===== src/rtl/div_unit_if.sv =====
// Handshake and operand bus between the execute stage and the integer divider.
// master = execute stage, slave = divider.
interface div_unit_if #(
  parameter int XLEN = 64
);
  logic                div_valid;
  logic                div_32;
  logic                div_signed;
  logic                div_flush;
  logic [XLEN-1:0]     dividend;
  logic [XLEN-1:0]     divisor;
  logic                div_ready;
  logic [2*XLEN-1:0]   div_result;

  modport master (
    output div_valid, div_32, div_signed, div_flush, dividend, divisor,
    input  div_ready, div_result
  );

  modport slave (
    input  div_valid, div_32, div_signed, div_flush, dividend, divisor,
    output div_ready, div_result
  );
endinterface


===== src/rtl/div_unit.sv =====
// Iterative restoring radix-2 integer divider (RV64 DIV/DIVU/REM/REMU and W forms).
// Result is {remainder, quotient}; divide-by-zero and signed overflow skip the iteration.
//
// state | meaning
// IDLE  | waiting for a request; operands captured on acceptance
// BUSY  | one quotient bit per cycle, MSB first, counter counts down to 0
// DONE  | single cycle, div_ready asserted unless flushed
module div_unit #(
  parameter int XLEN = 64
) (
  input  logic      clk,
  input  logic      rst,
  div_unit_if.slave bus
);

  localparam int CW = $clog2(XLEN + 1);
  localparam logic [XLEN-1:0] MIN_X = {1'b1, {(XLEN-1){1'b0}}};
  localparam logic [XLEN-1:0] MIN_W = {{(XLEN-32){1'b0}}, 32'h8000_0000};

  typedef enum logic [1:0] {IDLE, BUSY, DONE} state_e;

  state_e              state_q, state_d;
  logic [CW-1:0]       cnt_q, cnt_d;
  logic [XLEN-1:0]     rem_q, rem_d;
  logic [XLEN-1:0]     quo_q, quo_d;
  logic [XLEN-1:0]     dsr_q, dsr_d;
  logic                neg_quo_q, neg_quo_d;
  logic                neg_rem_q, neg_rem_d;
  logic                w32_q, w32_d;
  logic [2*XLEN-1:0]   result_q, result_d;

  logic [XLEN-1:0]     a_sx, b_sx, a_zx, b_zx, a_mag, b_mag;
  logic                a_neg, b_neg, div_zero, ovf, fast, accept;
  logic [2*XLEN-1:0]   fast_res;

  logic [XLEN:0]       rem_sh, diff;
  logic                q_bit;
  logic [XLEN-1:0]     rem_nx, quo_nx, rem_s, quo_s;
  logic [2*XLEN-1:0]   fin_res;

  // Operand conditioning at the active width
  always_comb begin
    a_zx     = bus.div_32 ? {{(XLEN-32){1'b0}}, bus.dividend[31:0]} : bus.dividend;
    b_zx     = bus.div_32 ? {{(XLEN-32){1'b0}}, bus.divisor[31:0]}  : bus.divisor;
    a_sx     = bus.div_32 ? {{(XLEN-32){bus.dividend[31]}}, bus.dividend[31:0]} : bus.dividend;
    b_sx     = bus.div_32 ? {{(XLEN-32){bus.divisor[31]}}, bus.divisor[31:0]}   : bus.divisor;
    a_neg    = bus.div_signed & a_sx[XLEN-1];
    b_neg    = bus.div_signed & b_sx[XLEN-1];
    a_mag    = a_neg ? -a_sx : a_zx;
    b_mag    = b_neg ? -b_sx : b_zx;
    div_zero = (b_zx == '0);
    ovf      = bus.div_signed & (a_zx == (bus.div_32 ? MIN_W : MIN_X)) & (b_sx == '1);
    fast     = div_zero | ovf;
    fast_res = div_zero ? {a_sx, {XLEN{1'b1}}} : {{XLEN{1'b0}}, a_sx};
    accept   = (state_q == IDLE) & bus.div_valid & ~bus.div_flush;
  end

  // One restoring step plus final sign fix-up
  always_comb begin
    rem_sh  = {rem_q, quo_q[XLEN-1]};
    diff    = rem_sh - {1'b0, dsr_q};
    q_bit   = ~diff[XLEN];
    rem_nx  = q_bit ? diff[XLEN-1:0] : rem_sh[XLEN-1:0];
    quo_nx  = {quo_q[XLEN-2:0], q_bit};
    quo_s   = neg_quo_q ? -quo_nx : quo_nx;
    rem_s   = neg_rem_q ? -rem_nx : rem_nx;
    fin_res = w32_q ? {{(XLEN-32){rem_s[31]}}, rem_s[31:0], {(XLEN-32){quo_s[31]}}, quo_s[31:0]}
                    : {rem_s, quo_s};
  end

  always_ff @(posedge clk or negedge rst) begin
    if (!rst) state_q <= IDLE;
    else      state_q <= state_d;
  end

  always_comb begin
    state_d = state_q;
    case (state_q)
      IDLE:    if (accept) state_d = fast ? DONE : BUSY;
      BUSY:    if (bus.div_flush) state_d = IDLE;
               else if (cnt_q == CW'(1)) state_d = DONE;
      DONE:    state_d = IDLE;
      default: state_d = IDLE;
    endcase
  end

  always_comb begin
    bus.div_ready  = (state_q == DONE) & ~bus.div_flush;
    bus.div_result = result_q;
  end

  always_comb begin
    cnt_d     = cnt_q;
    rem_d     = rem_q;
    quo_d     = quo_q;
    dsr_d     = dsr_q;
    neg_quo_d = neg_quo_q;
    neg_rem_d = neg_rem_q;
    w32_d     = w32_q;
    result_d  = result_q;
    if (accept) begin
      cnt_d     = bus.div_32 ? CW'(32) : CW'(XLEN);
      rem_d     = '0;
      // Word operands start at the top so the MSB-first shift sees bit 31 first
      quo_d     = bus.div_32 ? {a_mag[31:0], {(XLEN-32){1'b0}}} : a_mag;
      dsr_d     = b_mag;
      neg_quo_d = a_neg ^ b_neg;
      neg_rem_d = a_neg;
      w32_d     = bus.div_32;
      if (fast) result_d = fast_res;
    end else if (state_q == BUSY && !bus.div_flush) begin
      cnt_d = cnt_q - CW'(1);
      rem_d = rem_nx;
      quo_d = quo_nx;
      if (cnt_q == CW'(1)) result_d = fin_res;
    end
  end

  always_ff @(posedge clk or negedge rst) begin
    if (!rst) begin
      cnt_q     <= '0;
      rem_q     <= '0;
      quo_q     <= '0;
      dsr_q     <= '0;
      neg_quo_q <= 1'b0;
      neg_rem_q <= 1'b0;
      w32_q     <= 1'b0;
      result_q  <= '0;
    end else begin
      cnt_q     <= cnt_d;
      rem_q     <= rem_d;
      quo_q     <= quo_d;
      dsr_q     <= dsr_d;
      neg_quo_q <= neg_quo_d;
      neg_rem_q <= neg_rem_d;
      w32_q     <= w32_d;
      result_q  <= result_d;
    end
  end

endmodule


===== src/flat_wrapper.sv =====
// flat-port wrapper written by rule: the top's interface ports become plain ports
module div_unit_flat 
#(
  parameter int XLEN = 64
)
  (clk, rst, bus_div_valid, bus_div_32, bus_div_signed, bus_div_flush, bus_dividend, bus_divisor, bus_div_ready, bus_div_result);
  div_unit_if #(.XLEN(XLEN)) bus_i ();
  input  logic clk;
  input  logic rst;
  input wire logic [$bits(bus_i.div_valid)-1:0] bus_div_valid;
  input wire logic [$bits(bus_i.div_32)-1:0] bus_div_32;
  input wire logic [$bits(bus_i.div_signed)-1:0] bus_div_signed;
  input wire logic [$bits(bus_i.div_flush)-1:0] bus_div_flush;
  input wire logic [$bits(bus_i.dividend)-1:0] bus_dividend;
  input wire logic [$bits(bus_i.divisor)-1:0] bus_divisor;
  output wire logic [$bits(bus_i.div_ready)-1:0] bus_div_ready;
  output wire logic [$bits(bus_i.div_result)-1:0] bus_div_result;
  assign bus_i.div_valid = bus_div_valid;
  assign bus_i.div_32 = bus_div_32;
  assign bus_i.div_signed = bus_div_signed;
  assign bus_i.div_flush = bus_div_flush;
  assign bus_i.dividend = bus_dividend;
  assign bus_i.divisor = bus_divisor;
  assign bus_div_ready = bus_i.div_ready;
  assign bus_div_result = bus_i.div_result;
  div_unit #(.XLEN(XLEN)) u_core (.clk(clk), .rst(rst), .bus(bus_i));
endmodule

===== config.mk =====
export PLATFORM = sky130hd
export DESIGN_NAME = div_unit_flat
export DESIGN_NICKNAME = d
export VERILOG_FILES = /design/src/rtl/div_unit_if.sv /design/src/rtl/div_unit.sv /design/src/flat_wrapper.sv
export SDC_FILE = /design/constraint.sdc
export NUM_CORES = 1
export LEC_CHECK = 0
export ABC_AREA = 1
export CAP_MARGIN = 20
export CORE_ASPECT_RATIO = 1.5
export CORE_MARGIN = 2
export CORE_UTILIZATION = 54
export CTS_CLUSTER_SIZE = 24
export DETAILED_ROUTE_END_ITERATION = 10
export PLACE_DENSITY = 0.78
export SYNTH_ARGS = -nofsm -noshare
export SYNTH_HDL_FRONTEND = slang
export SYNTH_SLANG_ARGS = --single-unit

===== constraint.sdc =====
create_clock -name clk -period 4.55 [get_ports clk]
set_input_delay 1.365 -clock clk [delete_from_list [all_inputs] [get_ports clk]]
set_output_delay 1.365 -clock clk [all_outputs]
set_load 0.02 [all_outputs]

==> results of run 1 <==
==> routing by layer <==
| metal | overflow | global-route usage |
|---|---|---|
| met5 | 0 | 0.00758 |
| met4 | 0 | 0.625 |
| met3 | 0 | 0.239 |
| met2 | 3 | 0.873 |
| met1 | 0 | 0.590 |
==> metrics by stage <==
step,cells,util
after CTS,6561,0.709
after detailed placement,6492,0.685
after global placement,6491,0.685
after floorplan,4984,-
==> cells in the mapped netlist (all sizes together), types with 64 or more instances <==
cell	n
clkbuf	113
nand4	72
nor2	723
inv	750
dfrtp	332
buf	64
xor2	100
a21oi	253
o21ai	320
nand3	277
ha	71
nor3	103
nand2	1406
==> cells by family after synthesis <==
logic type / count (synthesis)
and+or+nand+nor: 2671
buffers and inverters: 935
xor gates and xnor gates: 147
AOI/OAI and AO/OA: 827
adders and majority gates: 72
DFF: 332
==> repair_timing <==
item,in CTS
resized for setup,30
gates cloned,0
setup buffers,4
pin swaps,8
setup endpoints to repair,6
==> flow_metrics.tcl, run 1 <==
set metrics [dict create \
    status "did not finish" \
    lastStage "global routing" \
    error_message "[ERROR GRT-0232] Routing congestion too high. Check the congestion heatmap in the GUI." \
    yosysWarnings 0 \
    syn_nets 5190 \
    synth_compound_area_frac 0.158 \
    start_util 0.543 \
    numCtsBuffers 36 \
    synth_top_cell_area_share 0.271 \
    globalplace.congestion 1.20 \
    synth_top_family_by_area "simple AND/OR/NAND/NOR gates" \
    grtUsageTotal 0.584 \
    syn_area_um2 30700 \
    cts_num_sinks 332 \
    ys_types 67 \
    dp_hpwl_um 127000 \
    synthMuxAreaShare 0 \
    avgSynthCellArea_um2 6.15 \
    die_x_um 199 \
    synth_area_leaders "dfrtp_1 (27%), nand2_1 (16%), inv_1 (9.1%)" \
    synth_top_cell_by_area "dfrtp_1" \
    synthFlopType "dfrtp_1" \
    dp_slack_ps -408 \
    worst-ep-kind "register data pin" \
    cts_hold_buf 0 \
    overflow 3 \
    post_synth_xor_area_fraction 0.0420 \
    cts-root-buf "clkbuf_16" \
    htreeDepth 2 \
    synth_edf_count 0 \
    place_area_um2 38700 \
    clk_path_buf_depth 3 \
    grt-worst-endpoint "u_core.bus.div_result[60]$_DFFE_PN0P_/D" \
    rows 107 \
    synth-simple-area-share 0.372 \
    synth-seq-area-share 0.271 \
    synthCells 4984 \
    synth-seq-cells 332 \
    io_buffers 262 \
    die_h_um 296 \
    ioPinCount 263 \
    synthAdderAreaFrac 0.0296 \
    synthArstFlopShare 1.00 \
    grt_max_degree 104 \
]
==> run 2, diff against run 1 <==
--- a/config.mk
+++ b/config.mk
@@ -7,12 +7,10 @@
 export LEC_CHECK = 0
 export ABC_AREA = 1
 export CAP_MARGIN = 20
-export CORE_ASPECT_RATIO = 1.5
 export CORE_MARGIN = 2
-export CORE_UTILIZATION = 54
-export CTS_CLUSTER_SIZE = 24
+export CORE_UTILIZATION = 40
 export DETAILED_ROUTE_END_ITERATION = 10
-export PLACE_DENSITY = 0.78
+export PLACE_DENSITY_LB_ADDON = 0.15
 export SYNTH_ARGS = -nofsm -noshare
 export SYNTH_HDL_FRONTEND = slang
 export SYNTH_SLANG_ARGS = --single-unit
==> constraint.sdc (replaced) <==
create_clock -name clk -period 5.9 [get_ports clk]
set_input_delay 1.77 -clock clk [delete_from_list [all_inputs] [get_ports clk]]
set_output_delay 1.77 -clock clk [all_outputs]
set_load 0.02 [all_outputs]
==> flow_metrics.tcl, run 2 <==
set metrics [dict create \
    clkTransAtPathRegs_ps 60 \
    synth-seq-area-share 0.271 \
    drv_slew 0 \
    synth_area_leaders "dfrtp_1 (27%), nand2_1 (16%), inv_1 (9.1%)" \
    hp-class "reg2reg" \
    grtUsageTotal 0.368 \
    ant_nets 0 \
    drive_gt1_frac 0.0593 \
    cellLeakagePower_nw 17.7 \
    cts-root-buf "clkbuf_16" \
    fillers 8217 \
    relSlewSlack 0.295 \
    cts_num_sinks 332 \
    whs_path_depth 2 \
    synthArstFlopShare 1.00 \
    antenna_found_initial 3 \
    ioPinCount 263 \
    switching_share 0.564 \
    die_h_um 281 \
    design_area_um2 35600 \
    first_iter_violations 4361 \
    cts_resized 0 \
    rsz0062_at_grt "false" \
    grt_pass1_wl_um 214000 \
    dp.cells 6167 \
    pwr-share-seq 0.206 \
    wl_per_cell_um 23.6 \
    hold_viol_final 0 \
    synth_edf_count 0 \
    die_area_um2 78900 \
    r2r-end "u_core.bus.div_result[32]" \
    cp-startpoint "bus_dividend[0]" \
    cts_hold_buf 0 \
    end_kind "register" \
    worst-setup-path-type "in2reg" \
    dp_hpwl_um 120000 \
    combPwrFrac 0.666 \
    skew_ps 52.0 \
    drv_cap 0 \
    drcViolationCount 0 \
    worstReg2RegStart "u_core.dsr_q[35]" \
    largest_reg_flops 128 \
    start_util 0.404 \
    finalPower_w 0.0205 \
    final_common_cell "nand2_1" \
    synthCells 4984 \
    io_buffers 262 \
    htreeDepth 2 \
    power_frac_clock 0.128 \
    worst-r2r-cell-count 25 \
    max_clock_freq_mhz 180 \
    area.growth.synth_to_final_pct 16.0 \
    layout.cells.non_filler 6242 \
    die_x_um 281 \
    cell_internal_pwr_w 0.00896 \
    yosysMostFrequentCell "nand2_1" \
    synthTopCellsByCount "nand2_1 (1334), inv_1 (742), nor2_1 (696)" \
    syn_area_um2 30700 \
    arrival_ps 6010 \
    place_area_um2 34200 \
    p_sw_w 0.0116 \
    num_vias 34800 \
    clk_path_buf_depth 3 \
    setup_viol 0 \
    post_cts_buffers 0 \
    ys_types 67 \
    hp-start "u_core.dsr_q[5]" \
    min_to "u_core.dsr_q[5]" \
    synth-seq-cells 332 \
    crit_fanout 11 \
    yosysWarnings 0 \
    cp.required_ps 6340 \
    first_pass_iters 6 \
    critical_path.startpoint_type "input pin" \
    worst_pin_slew_ps 1060 \
    period_minus_slack_ps 5570 \
    grt_pass1_vias 32400 \
    ir_drop_mv 0.247 \
    via_per_inst 5.58 \
    timing.final.ws_setup_ps 331 \
    synthFlopType "dfrtp_1" \
    cts_tree "built" \
    post-route-period-util 0.944 \
    synth_top_cell_by_area "dfrtp_1" \
    rows 101 \
    reg2reg_slack_ps 560 \
    grt_max_degree 96 \
    synth_top_cell_area_share 0.271 \
    numCtsBuffers 41 \
    core-area_um2 75900 \
    clock_latency_ps 610 \
    finalWirelength_um 148000 \
    powerDensity_nw_per_um2 578 \
    globalplace.congestion 1.05 \
    hold_ws_ps 482 \
    avgSynthCellArea_um2 6.15 \
    overflow 0 \
    dp_slack_ps -61.1 \
    layout.nets 5386 \
    status "finished, final reports clean" \
    layout_common_cells "nand2_1 (1334), inv_1 (741), nor2_1 (691)" \
    syn_nets 5190 \
]
[run 2: cell counts after synthesis]
Identical to the previous run, type by type.
[run 2: how the worst max path moves through the flow]
stage | to | slack (ps) | cells past startpoint
detailed placement | u_core.bus.div_result[58] | -60 | 19
global placement | u_core.bus.div_result[50] | -90 | 19
global route | u_core.bus.div_result[32] | 70 | 23
finish | u_core.bus.div_result[50] | 330 | 19
CTS | u_core.bus.div_result[50] | 550 | 19
floorplan | u_core.bus.div_result[60] | 1570 | 33
[run 2: layout make-up]
| class | instances | area, um2 | area share |
|---|---|---|---|
| Clock buffer | 55 | 1160 | 0.0326 |
| Sequential cell | 332 | 8310 | 0.234 |
| Timing Repair Buffer | 335 | 3270 | 0.0920 |
| Clock inverter | 19 | 189 | 0.00531 |
| Inverter | 753 | 2830 | 0.0796 |
| Antenna cell | 1 | 2.50 | 0.0000704 |
| Tap cell | 1030 | 1290 | 0.0362 |
| Multi-Input combinational cell | 3717 | 18500 | 0.520 |
[run 2: worst max-delay path, cell delays in order]
cell	delay (ps)
clkdlybuf4s50_1	530
inv_1	150
ha_1	220
nand4_1	130
nor2_1	200
nand2_1	140
nor2_1	110
inv_1	80
nor3_1	150
nand3_1	100
nor3_1	660
nand4_1	380
nand2_1	190
o21ai_1	120
o21ai_4	150
buf_4	280
nand4_1	370
o21ai_0	200
a21oi_1	60
[run 2: per-stage QoR]
| stage | util | TNS (ps) |
|---|---|---|
| floorplan | - | 0 |
| global placement | 0.450 | -1060 |
| detailed placement | 0.450 | -308 |
| CTS | 0.468 | 0 |
| global route | 0.468 | 0 |
| finish | 0.468 | 0 |
[run 2: power groups by stage]
stage	registers, W	clock network, W	logic (W)
5_1_grt	0.00430	0.00273	0.0150
2_1_floorplan	0.00433	0	0.00840
3_5_place_dp	0.00422	0	0.0133
6_report	0.00424	0.00262	0.0137
4_1_cts	0.00420	0.00265	0.0134
3_3_place_gp	0.00423	0	0.0133
[run 2: logic make-up (layout without fill, tap and decap cells)]
group | Yosys count | after routing | share of synthesized area
fa+ha+maj | 72 | 72 | 0.0296
compound gates | 827 | 827 | 0.158
simple gates | 2671 | 2671 | 0.372
flops | 332 | 332 | 0.271
xor+xnor | 147 | 147 | 0.0420
other cells | 0 | 1 | 0
buf+inv | 935 | 1162 | 0.127
[run 2: layer usage]
metal	track usage	share of wire	up-vias
li1	-	-	16400
met1	0.520	0.44	16400
met2	0.543	0.41	1758
met3	0.0941	0.11	250
met4	0.122	0.037	6
met5	0	0.00018	-
Note: power is estimated with default switching activity, not from simulation.
